[src/rtl/npu_seq.sv]
`default_nettype none
// +--------------------------------------------------------------------------+
// | npu_seq : element-wise sequencer for the NPU8 datapath (ADD/MUL/RQT).     |
// | Optional macro NPU_SEQ_PERF_EN adds the PERF_CYC busy-cycle counter.      |
// | Revision : 1.0                                                            |
// +--------------------------------------------------------------------------+
module npu_seq #(
  parameter int ADR_W    = 10,
  parameter int PIPE_LAT = 4
) (
  input  logic             CLK,
  input  logic             RESET_X,
  input  logic             SOFT_RESET,
  input  logic             START,
  input  logic [1:0]       OP,
  input  logic [1:0]       MSEL_INPUTA_SEL,
  input  logic [1:0]       MSEL_INPUTB_SEL,
  input  logic [1:0]       MSEL_OUTPUTC_SEL,
  input  logic [ADR_W-1:0] M1POS,
  input  logic [ADR_W-1:0] M2POS,
  input  logic [ADR_W-1:0] M3POS,
  input  logic [ADR_W-1:0] M1SIZE,
  input  logic [ADR_W-1:0] M2SIZE,
  input  logic [ADR_W-1:0] M3SIZE,
  output logic [2:0]       MEM_RE,
  output logic [ADR_W-1:0] MEM_RADR_A,
  output logic [ADR_W-1:0] MEM_RADR_B,
  output logic             DP_VALID_IN,
  output logic [2:0]       MEM_WE,
  output logic [ADR_W-1:0] MEM_WADR,
  output logic             BUSY,
  output logic             FINISH,
  output logic             ERR
`ifdef NPU_SEQ_PERF_EN
  ,
  output logic [15:0]      PERF_CYC
`endif
);

  localparam logic [1:0] c_OP_RQT = 2'd2;
  localparam logic [1:0] c_OP_RSV = 2'd3;

  typedef enum logic [1:0] {
    S_IDLE  = 2'd0,
    S_ISSUE = 2'd1,
    S_DRAIN = 2'd2,
    S_DONE  = 2'd3
  } state_t;

  function automatic logic [2:0] f_bank(input logic [1:0] sel);
    case (sel)
      2'd1:    f_bank = 3'b001;
      2'd2:    f_bank = 3'b010;
      2'd3:    f_bank = 3'b100;
      default: f_bank = 3'b000;
    endcase
  endfunction

  function automatic logic [ADR_W-1:0] f_sel(input logic [1:0] sel, input logic [ADR_W-1:0] v1,
                                             input logic [ADR_W-1:0] v2, input logic [ADR_W-1:0] v3);
    case (sel)
      2'd1:    f_sel = v1;
      2'd2:    f_sel = v2;
      2'd3:    f_sel = v3;
      default: f_sel = '0;
    endcase
  endfunction

  state_t                r_state;
  logic [1:0]            r_op, r_sel_a, r_sel_b, r_sel_c;
  logic [ADR_W-1:0]      r_pos_a, r_pos_b, r_pos_c, r_size_a, r_size_b, r_n;
  logic [ADR_W-1:0]      r_cnt, r_idx_a, r_idx_b, r_wadr;
  logic [ADR_W-1:0]      r_radr_a, r_radr_b;
  logic [2:0]            r_re;
  logic                  r_dp_valid, r_busy, r_finish, r_err;
  logic [PIPE_LAT-1:0]   r_vpipe;

  logic [1:0]            w_op, w_sel_a, w_sel_b, w_sel_c;
  logic [ADR_W-1:0]      w_pos_a, w_pos_b, w_pos_c, w_size_a, w_size_b, w_n;
  logic [ADR_W-1:0]      w_nidx_a, w_nidx_b, w_radr_a, w_radr_b;
  logic [2:0]            w_re;
  logic                  w_use_b, w_err, w_last;
  logic [PIPE_LAT-1:0]   w_pipe_nxt;

  // In IDLE the live register inputs describe the job about to start; afterwards only the shadows count.
  always_comb begin
    w_op     = r_op;
    w_sel_a  = r_sel_a;
    w_sel_b  = r_sel_b;
    w_sel_c  = r_sel_c;
    w_pos_a  = r_pos_a;
    w_pos_b  = r_pos_b;
    w_pos_c  = r_pos_c;
    w_size_a = r_size_a;
    w_size_b = r_size_b;
    w_n      = r_n;
    w_nidx_a = (r_idx_a + 1'b1 == r_size_a) ? '0 : r_idx_a + 1'b1;
    w_nidx_b = (r_idx_b + 1'b1 == r_size_b) ? '0 : r_idx_b + 1'b1;
    if (r_state == S_IDLE) begin
      w_op     = OP;
      w_sel_a  = MSEL_INPUTA_SEL;
      w_sel_b  = MSEL_INPUTB_SEL;
      w_sel_c  = MSEL_OUTPUTC_SEL;
      w_pos_a  = f_sel(MSEL_INPUTA_SEL, M1POS, M2POS, M3POS);
      w_pos_b  = f_sel(MSEL_INPUTB_SEL, M1POS, M2POS, M3POS);
      w_pos_c  = f_sel(MSEL_OUTPUTC_SEL, M1POS, M2POS, M3POS);
      w_size_a = f_sel(MSEL_INPUTA_SEL, M1SIZE, M2SIZE, M3SIZE);
      w_size_b = f_sel(MSEL_INPUTB_SEL, M1SIZE, M2SIZE, M3SIZE);
      w_n      = f_sel(MSEL_OUTPUTC_SEL, M1SIZE, M2SIZE, M3SIZE);
      w_nidx_a = '0;
      w_nidx_b = '0;
    end
    w_use_b    = (w_op != c_OP_RQT) && (w_sel_b != 2'd0);
    w_err      = (w_op == c_OP_RSV) || (w_sel_c == 2'd0) ||
                 ((w_sel_a != 2'd0) && (w_size_a == '0)) || (w_use_b && (w_size_b == '0));
    w_re       = f_bank(w_sel_a) | (w_use_b ? f_bank(w_sel_b) : 3'b000);
    w_radr_a   = (w_sel_a != 2'd0) ? w_pos_a + w_nidx_a : '0;
    w_radr_b   = w_use_b ? w_pos_b + w_nidx_b : '0;
    w_last     = (r_cnt == r_n - 1'b1);
    w_pipe_nxt = (r_vpipe << 1) | PIPE_LAT'(r_dp_valid);
  end

  always_ff @(posedge CLK or negedge RESET_X) begin
    if (!RESET_X) begin
      r_op <= '0; r_sel_a <= '0; r_sel_b <= '0; r_sel_c <= '0;
      r_pos_a <= '0; r_pos_b <= '0; r_pos_c <= '0;
      r_size_a <= '0; r_size_b <= '0; r_n <= '0;
    end else if (r_state == S_IDLE && START && !SOFT_RESET) begin
      r_op <= w_op; r_sel_a <= w_sel_a; r_sel_b <= w_sel_b; r_sel_c <= w_sel_c;
      r_pos_a <= w_pos_a; r_pos_b <= w_pos_b; r_pos_c <= w_pos_c;
      r_size_a <= w_size_a; r_size_b <= w_size_b; r_n <= w_n;
    end
  end

  always_ff @(posedge CLK or negedge RESET_X) begin
    if (!RESET_X) begin
      r_state <= S_IDLE; r_busy <= 1'b0; r_finish <= 1'b0; r_err <= 1'b0;
      r_re <= '0; r_radr_a <= '0; r_radr_b <= '0; r_dp_valid <= 1'b0; r_vpipe <= '0;
      r_cnt <= '0; r_idx_a <= '0; r_idx_b <= '0; r_wadr <= '0;
    end else if (SOFT_RESET) begin
      r_state <= S_IDLE; r_busy <= 1'b0; r_finish <= 1'b0; r_err <= 1'b0;
      r_re <= '0; r_radr_a <= '0; r_radr_b <= '0; r_dp_valid <= 1'b0; r_vpipe <= '0;
      r_cnt <= '0; r_idx_a <= '0; r_idx_b <= '0; r_wadr <= '0;
    end else begin
      r_vpipe <= w_pipe_nxt;
      if (r_vpipe[PIPE_LAT-1]) r_wadr <= r_wadr + 1'b1;
      case (r_state)
        S_IDLE: if (START) begin
          r_err   <= w_err;
          r_cnt   <= '0;
          r_idx_a <= '0;
          r_idx_b <= '0;
          r_wadr  <= w_pos_c;
          if (w_err || w_n == '0) begin
            r_state  <= S_DONE;
            r_finish <= 1'b1;
          end else begin
            r_state    <= S_ISSUE;
            r_busy     <= 1'b1;
            r_dp_valid <= 1'b1;
            r_re       <= w_re;
            r_radr_a   <= w_radr_a;
            r_radr_b   <= w_radr_b;
          end
        end
        S_ISSUE: if (w_last) begin
          r_state    <= S_DRAIN;
          r_dp_valid <= 1'b0;
          r_re       <= '0;
          r_radr_a   <= '0;
          r_radr_b   <= '0;
        end else begin
          r_cnt    <= r_cnt + 1'b1;
          r_idx_a  <= w_nidx_a;
          r_idx_b  <= w_nidx_b;
          r_re     <= w_re;
          r_radr_a <= w_radr_a;
          r_radr_b <= w_radr_b;
        end
        S_DRAIN: if (w_pipe_nxt == '0) begin
          r_state  <= S_DONE;
          r_finish <= 1'b1;
          r_busy   <= 1'b0;
        end
        default: begin
          r_finish <= 1'b0;
          r_state  <= S_IDLE;
        end
      endcase
    end
  end

`ifdef NPU_SEQ_PERF_EN
  logic [15:0] r_perf;

  always_ff @(posedge CLK or negedge RESET_X) begin
    if (!RESET_X) begin
      r_perf <= '0;
    end else if (SOFT_RESET) begin
      r_perf <= '0;
    end else if (r_state == S_IDLE && START) begin
      r_perf <= '0;
    end else if (r_busy && r_perf != 16'hFFFF) begin
      r_perf <= r_perf + 1'b1;
    end
  end

  assign PERF_CYC = r_perf;
`endif

  assign MEM_RE      = r_re;
  assign MEM_RADR_A  = r_radr_a;
  assign MEM_RADR_B  = r_radr_b;
  assign DP_VALID_IN = r_dp_valid;
  assign MEM_WE      = r_vpipe[PIPE_LAT-1] ? f_bank(r_sel_c) : 3'b000;
  assign MEM_WADR    = r_vpipe[PIPE_LAT-1] ? r_wadr : '0;
  assign BUSY        = r_busy;
  assign FINISH      = r_finish;
  assign ERR         = r_err;

endmodule
`default_nettype wire

[config.mk]
export PLATFORM = sky130hd
export DESIGN_NAME = npu_seq
export DESIGN_NICKNAME = d
export VERILOG_FILES = /design/src/rtl/npu_seq.sv
export SDC_FILE = /design/constraint.sdc
export NUM_CORES = 1
export LEC_CHECK = 0
export ABC_AREA = 1
export CORE_MARGIN = 1
export CORE_UTILIZATION = 60
export DETAILED_ROUTE_END_ITERATION = 10
export GPL_TIMING_DRIVEN = 0
export PLACE_DENSITY_LB_ADDON = 0.1
export SLEW_MARGIN = 20
export SYNTH_ARGS = -nofsm -noshare
export SYNTH_HDL_FRONTEND = slang
export SYNTH_SLANG_ARGS = --single-unit
export TNS_END_PERCENT = 5
[constraint.sdc]
create_clock -name CLK -period 6.3 [get_ports CLK]
set_input_delay 1.575 -clock CLK [delete_from_list [all_inputs] [get_ports CLK]]
set_output_delay 1.575 -clock CLK [all_outputs]
set_load 0.005 [all_outputs]
==> report_table.html, run 1 <==
<table>
<tr><th>Metric</th><th>Value</th></tr>
<tr><th colspan="2">Status</th></tr>
<tr><td>Outcome</td><td>complete, no violations</td></tr>
<tr><th colspan="2">Synthesis</th></tr>
<tr><td>Async set-or-reset flop fraction in the synthesized netlist</td><td>100%</td></tr>
<tr><td>Number of cells produced by synthesis</td><td>1,383</td></tr>
<tr><td>Post-Synthesis Mean Instance Area</td><td>6.70 µm²</td></tr>
<tr><td>Flops &amp; latches, synth</td><td>131</td></tr>
<tr><td>Total number of yosys warnings</td><td>0</td></tr>
<tr><td>Synth area leaders</td><td>sky130_fd_sc_hd__dfrtp_1 (35%), sky130_fd_sc_hd__nand2_1 (21%), sky130_fd_sc_hd__inv_1 (6.1%)</td></tr>
<tr><td>Sequential element share of the synthesized area</td><td>35.4%</td></tr>
<tr><td>Post-synthesis instance area</td><td>0.00927 mm²</td></tr>
<tr><td>Portion of synthesized cell area occupied by the leading cell type</td><td>35.4%</td></tr>
<tr><td>Post-synthesis cell type with the largest combined area</td><td>sky130_fd_sc_hd__dfrtp_1</td></tr>
<tr><td>Dominant synthesized flop cell</td><td>sky130_fd_sc_hd__dfrtp_1</td></tr>
<tr><td>Yosys cell types</td><td>50</td></tr>
<tr><td>Number of enable-type register cells in the synthesized netlist</td><td>0</td></tr>
<tr><td>Synthesized Nets</td><td>1,483</td></tr>
<tr><th colspan="2">Power</th></tr>
<tr><td>Peak supply drop</td><td>326 µV</td></tr>
<tr><td>Static power due to leakage</td><td>5.41 nW</td></tr>
<tr><td>Total power per unit cell area</td><td>390 mW/mm²</td></tr>
<tr><td>Total power</td><td>4.37 mW</td></tr>
<tr><th colspan="2">Clocking</th></tr>
<tr><td>TritonCTS buffer count</td><td>17</td></tr>
<tr><td>Clock buffer depth</td><td>2</td></tr>
<tr><td>Htree depth</td><td>4</td></tr>
<tr><td>CTS Root Buffer Type</td><td>sky130_fd_sc_hd__clkbuf_16</td></tr>
<tr><td>TritonCTS clock tree</td><td>built</td></tr>
<tr><td>Number of buffers added to fix hold violations after cts</td><td>0</td></tr>
<tr><td>Clk_lat worst skew</td><td>0.44 ns</td></tr>
<tr><td>Clock Pin Slew Worst Setup and Hold Paths</td><td>0.06 ns</td></tr>
<tr><td>Clock sink count</td><td>131</td></tr>
<tr><td>Total of cells resized after clock tree synthesis</td><td>0</td></tr>
<tr><td>Number of setup buffers added after CTS</td><td>0</td></tr>
<tr><th colspan="2">Global route</th></tr>
<tr><td>Initial antenna violation count</td><td>0</td></tr>
<tr><td>Pin count of the biggest net entering global routing</td><td>75</td></tr>
<tr><td>First-pass GRT wire length</td><td>48,400 µm</td></tr>
<tr><td>Overall routing resource usage</td><td>39.9%</td></tr>
<tr><td>Global route total overflow</td><td>0</td></tr>
<tr><td>Vias in the first global route</td><td>9,372</td></tr>
<tr><th colspan="2">Setup path</th></tr>
<tr><td>Element type at the critical path start</td><td>input pin</td></tr>
<tr><td>Library cell appearing most often on the critical path</td><td>sky130_fd_sc_hd__nand2_1</td></tr>
<tr><td>Required @ worst endpoint</td><td>6.66 ns</td></tr>
<tr><td>Critical Setup Path Class</td><td>input pin to flip-flop</td></tr>
<tr><td>Slowest CP cell</td><td>sky130_fd_sc_hd__clkdlybuf4s50_1</td></tr>
<tr><td>Worst Path Buf+Inv</td><td>3</td></tr>
<tr><td>Type of element capturing the critical path</td><td>flip-flop</td></tr>
<tr><td>Cells along the critical path</td><td>clkdlybuf4s50_1 -&gt; nand2_1 -&gt; inv_2 -&gt; buf_4 -&gt; nand2_1 -&gt; o211ai_1 -&gt; nand2_1 -&gt; nand2_1 -&gt; nor2_1 -&gt; nand3_1 -&gt; nand4_2 -&gt; nand2_2 -&gt; nand3_4 -&gt; nor2_4 -&gt; nand2_1 -&gt; o21ai_1</td></tr>
<tr><td>Critical Path Fanout Max</td><td>10</td></tr>
<tr><td>Critical path arrival</td><td>4.54 ns</td></tr>
<tr><td>Largest delay contributor family on the critical path</td><td>simple AND/OR/NAND/NOR gates</td></tr>
<tr><td>Stage delay of the slowest cell on the critical path</td><td>0.56 ns</td></tr>
<tr><td>Worst-case register-to-register setup slack</td><td>2.14 ns</td></tr>
<tr><th colspan="2">Floorplanning</th></tr>
<tr><td>Starting utilization of the core area</td><td>61.2%</td></tr>
<tr><td>Rows</td><td>45</td></tr>
<tr><td>Horizontal extent of the die</td><td>126 µm</td></tr>
<tr><td>DIE AREA</td><td>0.0159 mm²</td></tr>
<tr><td>Number of primary I/O pins</td><td>112</td></tr>
<tr><td>Vertical die dimension</td><td>126 µm</td></tr>
<tr><td>Placeable core area</td><td>0.0151 mm²</td></tr>
<tr><th colspan="2">Layout</th></tr>
<tr><td>Antenna Diode Count</td><td>0</td></tr>
<tr><td>Final standard cell utilization of the core</td><td>74.0%</td></tr>
<tr><td>Fraction of final layout cells with drive strength greater than 1</td><td>5.91%</td></tr>
<tr><td>Relative area change from synthesis to final layout</td><td>21.0%</td></tr>
<tr><td>NumNets Final</td><td>1,612</td></tr>
<tr><td>Most common library cell in the layout ignoring fill and taps</td><td>sky130_fd_sc_hd__nand2_1</td></tr>
<tr><td>Final-layout fill cell count</td><td>1,212</td></tr>
<tr><td>Most used cells in the layout excluding fill and tap cells</td><td>sky130_fd_sc_hd__nand2_1 (522), sky130_fd_sc_hd__inv_1 (150), sky130_fd_sc_hd__dfrtp_1 (131), sky130_fd_sc_hd__clkdlybuf4s50_1 (108), sky130_fd_sc_hd__o21ai_0 (104)</td></tr>
<tr><th colspan="2">Routing</th></tr>
<tr><td>Vias</td><td>10,000</td></tr>
<tr><td>Total iterations of the first detailed-routing run</td><td>6</td></tr>
<tr><td>DR iter-0 viols</td><td>1,050</td></tr>
<tr><td>Drt via density</td><td>5.86</td></tr>
<tr><td>Remaining antenna violation count</td><td>0</td></tr>
<tr><td>Avg WL per Cell</td><td>17.8 µm</td></tr>
<tr><td>DRC violations left</td><td>0</td></tr>
<tr><td>Post-detailed-routing wire length</td><td>30,500 µm</td></tr>
<tr><th colspan="2">Timing</th></tr>
<tr><td>Slew margin rel.</td><td>50.5%</td></tr>
<tr><td>Worst Hold Margin</td><td>0.474 ns</td></tr>
<tr><td>Unrepaired setup endpoints after global routing</td><td>no</td></tr>
<tr><td>Final worst path period share</td><td>66.5%</td></tr>
<tr><td>Measured slew at the worst slew-check pin</td><td>0.735 ns</td></tr>
<tr><td>Final period demand of the worst path</td><td>4.19 ns</td></tr>
<tr><td>Worst path setup slack after routing</td><td>2.11 ns</td></tr>
<tr><td>Worst clock skew on the final layout</td><td>0.00763 ns</td></tr>
<tr><td>Aggregate negative setup slack</td><td>0 ns</td></tr>
<tr><td>Number of slew-limit violations in the final report</td><td>0</td></tr>
<tr><td>Final setup violation count</td><td>0</td></tr>
<tr><td>Maximum achievable frequency</td><td>239 MHz</td></tr>
<tr><td>Number of hold violations in the final report</td><td>0</td></tr>
<tr><th colspan="2">Placed design</th></tr>
<tr><td>DP HPWL</td><td>23,700 µm</td></tr>
<tr><td>Worst slack after detailed placement</td><td>1.80 ns</td></tr>
<tr><td>Quantity of I/O buffers inserted on ports</td><td>109</td></tr>
<tr><td>GPL Wtd Cong</td><td>1.02</td></tr>
<tr><th colspan="2">Run</th></tr>
<tr><td>Max-capacitance violation count</td><td>0</td></tr>
<tr><th colspan="2">Hold path</th></tr>
<tr><td>Hold Path Class</td><td>flip-flop to flip-flop</td></tr>
</table>
## stage by stage
step / instances / instance area (µm²)
after global routing: 1712 / 11200
final: 1712 / 11200
after detailed placement: 1681 / 10600
after CTS: 1712 / 11200
after global placement: 1680 / 10600
after floorplan: 1383 / 9270
## layer usage
metal | part of all wire (%) | vias to the layer above | global-route usage (%)
met2 | 46 | 554 | 65.0
met1 | 39 | 4615 | 49.9
met5 | 0 | - | 0
met3 | 9.4 | 121 | 9.05
met4 | 4.9 | 0 | 19.8
li1 | - | 4748 | -
## worst register-to-register path: cells and delay by family (launching register included)
kind / cells / cell delay (ns)
AOI/OAI and AO/OA: 2 / 0.41
and+or+nand+nor: 9 / 0.92
buffers and inverters: 7 / 1.84
DFF: 1 / 0.41
adders and majority gates: 2 / 0.48
## Yosys cell counts, drive strengths merged (2+ instances only)
library cell	instances
o32ai	10
xnor2	13
inv	162
nor2	85
o21bai	4
o221ai	14
buf	26
xor2	16
fa	2
nand3	104
nor4	4
o21ai	120
a31oi	3
a21oi	30
o211ai	11
o22ai	11
or2	2
dfrtp	131
nand4	15
nand3b	6
ha	26
nor3	27
nand2	530
clkbuf	21
## power by group
part           internal (mW)  switching [mW]
combinational          0.732            1.32
clock                  0.602           0.391
sequential              1.11           0.221
## cells by family after synthesis
group / after synthesis / synth area share [%]
DFF: 131 / 35.4
buffers and inverters: 209 / 9.38
and+or+nand+nor: 776 / 35.3
adders and majority gates: 28 / 3.94
AOI/OAI and AO/OA: 208 / 13.0
xor gates and xnor gates: 29 / 2.74
muxes: 2 / 0.230
## worst paths after layout
| kind | start | depth (start not counted) | to |
|---|---|---|---|
| max | MSEL_OUTPUTC_SEL[1] | 16 | MEM_RADR_B[6] |
| min | MEM_RADR_B[0] | 2 | MEM_RADR_B[0] |
| max reg2reg | r_state[0] | 20 | MEM_RADR_B[9] |
| min reg2reg | MEM_RADR_B[0] | 2 | MEM_RADR_B[0] |
| max in group asynchronous | RESET_X | 2 | DP_VALID_IN |
| min in group asynchronous | RESET_X | 1 | MEM_RADR_A[3] |
## area by class of cell
type	instances	area, µm²	share of cell area [%]
multi-input cells	1043	5120	45.7
flip-flops and latches	131	3280	29.2
repair buffers	110	1120	10.0
inverters	162	613	5.47
clock buffers	20	457	4.07
plain buffers	47	256	2.29
well taps	188	235	2.10
clock inverters	11	128	1.14
(Power assumes the default switching activity.)
==> run 2: changes to the inputs <==
--- a/config.mk
+++ b/config.mk
@@ -7,7 +7,7 @@
 export LEC_CHECK = 0
 export ABC_AREA = 1
 export CORE_MARGIN = 1
-export CORE_UTILIZATION = 60
+export CORE_UTILIZATION = 52
 export DETAILED_ROUTE_END_ITERATION = 10
 export GPL_TIMING_DRIVEN = 0
 export PLACE_DENSITY_LB_ADDON = 0.1
==> constraint.sdc (replaced) <==
create_clock -name CLK -period 3.4 [get_ports CLK]
set_input_delay 0.85 -clock CLK [delete_from_list [all_inputs] [get_ports CLK]]
set_output_delay 0.85 -clock CLK [all_outputs]
set_load 0.005 [all_outputs]
==> run 2 against run 1 <==
  * Worst hold slack got worse by 0.18 ns
  * Power rose by 91%
  * Worst setup slack got worse by 2.0 ns
  * Sequential power rose by 84%
  * Non-clock buffer count rose by 12
  * Count of clock-buffer cells in the layout rose by 1
  * Combinational power rose by 96%
==> report_table.html, run 2 (synthesis results as in run 1) <==
<table>
<tr><th>Metric</th><th>Value</th></tr>
<tr><th colspan="2">Setup path</th></tr>
<tr><td>Type of element capturing the critical path</td><td>flip-flop</td></tr>
<tr><td>Worst R2R Path Depth</td><td>12 (-40%)</td></tr>
<tr><td>Critical path arrival</td><td>3.63 ns (-0.91 ns)</td></tr>
<tr><td>Worst-case register-to-register setup slack</td><td>0.15 ns (-1.99 ns)</td></tr>
<tr><td>Required @ worst endpoint</td><td>3.71 ns (-2.95 ns)</td></tr>
<tr><td>FF-to-FF Start</td><td>r_state[0]</td></tr>
<tr><td>Element type at the critical path start</td><td>input pin</td></tr>
<tr><td>Stage delay of the slowest cell on the critical path</td><td>0.53 ns (-0.03 ns)</td></tr>
<tr><td>Library cell appearing most often on the critical path</td><td>sky130_fd_sc_hd__nand2_1</td></tr>
<tr><td>Slowest CP cell</td><td>sky130_fd_sc_hd__clkdlybuf4s50_1</td></tr>
<tr><td>Worst reg2reg endpoint</td><td>r_wadr[2]</td></tr>
<tr><td>Critical Setup Path Class</td><td>input pin to flip-flop</td></tr>
<tr><td>Cells along the critical path</td><td>clkdlybuf4s50_1 -&gt; inv_2 -&gt; nor2_2 -&gt; inv_1 -&gt; o211ai_1 -&gt; nand2_1 -&gt; nand2_1 -&gt; nor2_1 -&gt; nand3_1 -&gt; nand4_2 -&gt; nand2_2 -&gt; nand2_2 -&gt; clkbuf_4 -&gt; nand2_1 -&gt; o21ai_1</td></tr>
<tr><td>Critical Path Fanout Max</td><td>10 (unchanged)</td></tr>
<tr><th colspan="2">Routing</th></tr>
<tr><td>DRC violations left</td><td>0 (unchanged)</td></tr>
<tr><td>Vias</td><td>9,942 (-0.96%)</td></tr>
<tr><td>DR iter-0 viols</td><td>812 (-23%)</td></tr>
<tr><td>Avg WL per Cell</td><td>17.7 µm (-0.43%)</td></tr>
<tr><td>Drt via density</td><td>5.64 (-3.8%)</td></tr>
<tr><td>Remaining antenna violation count</td><td>0 (unchanged)</td></tr>
<tr><td>Total iterations of the first detailed-routing run</td><td>7 (+1)</td></tr>
<tr><td>Post-detailed-routing wire length</td><td>31,200 µm (+2.5%)</td></tr>
<tr><th colspan="2">Floorplanning</th></tr>
<tr><td>Vertical die dimension</td><td>135 µm (+7.3%)</td></tr>
<tr><td>Placeable core area</td><td>0.0174 mm² (+15%)</td></tr>
<tr><td>DIE AREA</td><td>0.0184 mm² (+15%)</td></tr>
<tr><td>Horizontal extent of the die</td><td>135 µm (+7.3%)</td></tr>
<tr><td>Rows</td><td>48 (+6.7%)</td></tr>
<tr><td>Starting utilization of the core area</td><td>53.4% (-7.8 points)</td></tr>
<tr><td>Number of primary I/O pins</td><td>112 (unchanged)</td></tr>
<tr><th colspan="2">Timing</th></tr>
<tr><td>Unrepaired setup endpoints after global routing</td><td>yes</td></tr>
<tr><td>Slew margin rel.</td><td>35.2% (-15 points)</td></tr>
<tr><td>Number of hold violations in the final report</td><td>0 (unchanged)</td></tr>
<tr><td>Aggregate negative setup slack</td><td>0 ns (unchanged)</td></tr>
<tr><td>Final worst path period share</td><td>97.8%</td></tr>
<tr><td>Final setup violation count</td><td>0 (unchanged)</td></tr>
<tr><td>Number of slew-limit violations in the final report</td><td>0 (unchanged)</td></tr>
<tr><td>Worst path setup slack after routing</td><td>0.0750 ns (-2.04 ns)</td></tr>
<tr><td>Final period demand of the worst path</td><td>3.32 ns</td></tr>
<tr><td>Worst clock skew on the final layout</td><td>0.00583 ns (-0.00180 ns)</td></tr>
<tr><td>Worst Hold Margin</td><td>0.297 ns (-0.176 ns)</td></tr>
<tr><td>Maximum achievable frequency</td><td>301 MHz</td></tr>
<tr><td>Measured slew at the worst slew-check pin</td><td>0.961 ns (+0.226 ns)</td></tr>
<tr><th colspan="2">Global route</th></tr>
<tr><td>Initial antenna violation count</td><td>0 (unchanged)</td></tr>
<tr><td>Pin count of the biggest net entering global routing</td><td>91 (+21%)</td></tr>
<tr><td>Overall routing resource usage</td><td>34.4% (-5.4 points)</td></tr>
<tr><td>Vias in the first global route</td><td>8,828 (-5.8%)</td></tr>
<tr><td>First-pass GRT wire length</td><td>47,000 µm (-2.9%)</td></tr>
<tr><td>Global route total overflow</td><td>0 (unchanged)</td></tr>
<tr><th colspan="2">Clocking</th></tr>
<tr><td>Clock buffer depth</td><td>2 (unchanged)</td></tr>
<tr><td>Clk_lat worst skew</td><td>0.43 ns (about the same)</td></tr>
<tr><td>TritonCTS clock tree</td><td>built</td></tr>
<tr><td>Clock Pin Slew Worst Setup and Hold Paths</td><td>0.06 ns (about the same)</td></tr>
<tr><td>Clock sink count</td><td>131 (unchanged)</td></tr>
<tr><td>CTS Root Buffer Type</td><td>sky130_fd_sc_hd__clkbuf_16</td></tr>
<tr><td>TritonCTS buffer count</td><td>17 (unchanged)</td></tr>
<tr><td>Number of buffers added to fix hold violations after cts</td><td>0 (unchanged)</td></tr>
<tr><td>Htree depth</td><td>4 (unchanged)</td></tr>
<tr><th colspan="2">Layout</th></tr>
<tr><td>Area of all placed cells without fillers</td><td>0.0115 mm² (+2.9%)</td></tr>
<tr><td>Relative area change from synthesis to final layout</td><td>24.5%</td></tr>
<tr><td>Most common library cell in the layout ignoring fill and taps</td><td>sky130_fd_sc_hd__nand2_1</td></tr>
<tr><td>Fraction of final layout cells with drive strength greater than 1</td><td>8.72% (+2.8 points)</td></tr>
<tr><td>Antenna Diode Count</td><td>0 (unchanged)</td></tr>
<tr><td>Most used cells in the layout excluding fill and tap cells</td><td>sky130_fd_sc_hd__nand2_1 (514), sky130_fd_sc_hd__inv_1 (149), sky130_fd_sc_hd__dfrtp_1 (127), sky130_fd_sc_hd__clkdlybuf4s50_1 (106)</td></tr>
<tr><td>NumNets Final</td><td>1,624 (+0.74%)</td></tr>
<tr><th colspan="2">Power</th></tr>
<tr><td>Peak supply drop</td><td>564 µV (+73%)</td></tr>
<tr><td>Part of the power in registers</td><td>29.4% (-1.0 points)</td></tr>
<tr><td>Total power per unit cell area</td><td>724 mW/mm² (+86%)</td></tr>
<tr><td>Pint</td><td>4.72 mW (+93%)</td></tr>
<tr><td>Static power due to leakage</td><td>5.54 nW (+2.4%)</td></tr>
<tr><td>Combinational share of power</td><td>47.9% (+1.0 points)</td></tr>
<tr><td>Proportion of total power due to net switching</td><td>43.5% (-0.67 points)</td></tr>
<tr><td>Clk network pwr share</td><td>22.7% (about the same)</td></tr>
<tr><td>Net Sw Power</td><td>3.64 mW (+88%)</td></tr>
<tr><td>Total power</td><td>8.36 mW (+91%)</td></tr>
<tr><th colspan="2">Placed design</th></tr>
<tr><td>Quantity of I/O buffers inserted on ports</td><td>109 (unchanged)</td></tr>
<tr><td>GPL Wtd Cong</td><td>0.992 (-3.0%)</td></tr>
<tr><td>DP HPWL</td><td>24,100 µm (+2.0%)</td></tr>
<tr><td>Post-placement cell area</td><td>0.0107 mm² (+0.44%)</td></tr>
<tr><td>Worst slack after detailed placement</td><td>-0.690 ns (-2.49 ns)</td></tr>
<tr><th colspan="2">Run</th></tr>
<tr><td>Max-capacitance violation count</td><td>0 (unchanged)</td></tr>
<tr><th colspan="2">Status</th></tr>
<tr><td>Outcome</td><td>complete, no violations</td></tr>
<tr><th colspan="2">Hold path</th></tr>
<tr><td>Hold Path Class</td><td>input pin to asynchronous set/reset pin</td></tr>
</table>
==> run 2: area by class of cell <==
cell class | instances | area, µm²
multi-input cells | 1043 | 5210
inverters | 162 | 618
well taps | 225 | 282
repair buffers | 123 | 1230
clock buffers | 21 | 480
flip-flops and latches | 131 | 3280
plain buffers | 46 | 312
fillers | 1619 | 5820
clock inverters | 11 | 126
==> run 2: repair_timing <==
action	in CTS	in global routing
setup endpoints to repair	18	23
resized for setup	17	42
pin swaps	1	6
setup buffers	1	12
==> run 2: worst max path at each step <==
| stage | startpoint | to | depth (start not counted) |
|---|---|---|---|
| 2_1_floorplan | r_state[0] | MEM_RADR_A[6] | 21 |
| 3_3_place_gp | RESET_X | r_sel_b[0] | 1 |
| 3_5_place_dp | r_state[0] | MEM_RADR_B[9] | 20 |
| 4_1_cts | MSEL_OUTPUTC_SEL[0] | MEM_RADR_B[4] | 17 |
| 5_1_grt | MSEL_OUTPUTC_SEL[0] | MEM_RADR_B[4] | 15 |
| 6_report | MSEL_OUTPUTC_SEL[0] | MEM_RADR_B[4] | 15 |
==> run 2: worst max-delay path: cells and delay by family <==
family	cells	cell delay, ns
compound gates	2	0.33
simple gates	9	1.39
buf+inv	4	1.05
==> run 2: power groups by stage <==
stage / Clock (mW) / Combinational (mW) / Sequential, mW
CTS: 1.91 / 3.79 / 2.44
finish: 1.90 / 4.01 / 2.45
detailed placement: 0 / 3.72 / 2.46
global route: 1.97 / 4.42 / 2.50
global placement: 0 / 3.67 / 2.45
floorplan: 0 / 2.44 / 2.36
==> run 2: metal layers <==
metal / vias to the layer above / wire length (µm) / GRT usage [%]
met5: - / 0 / 0
met4: 0 / 1250 / 15.2
met3: 86 / 2530 / 6.02
met2: 472 / 14300 / 56.2
met1: 4620 / 13100 / 44.7
li1: 4764 / - / -
==> run 2: metrics by stage <==
step,util (%),instances
global placement,61.3,1717
CTS,65.2,1750
global route,66.5,1762
floorplan,-,1383
detailed placement,61.5,1718
finish,66.5,1762
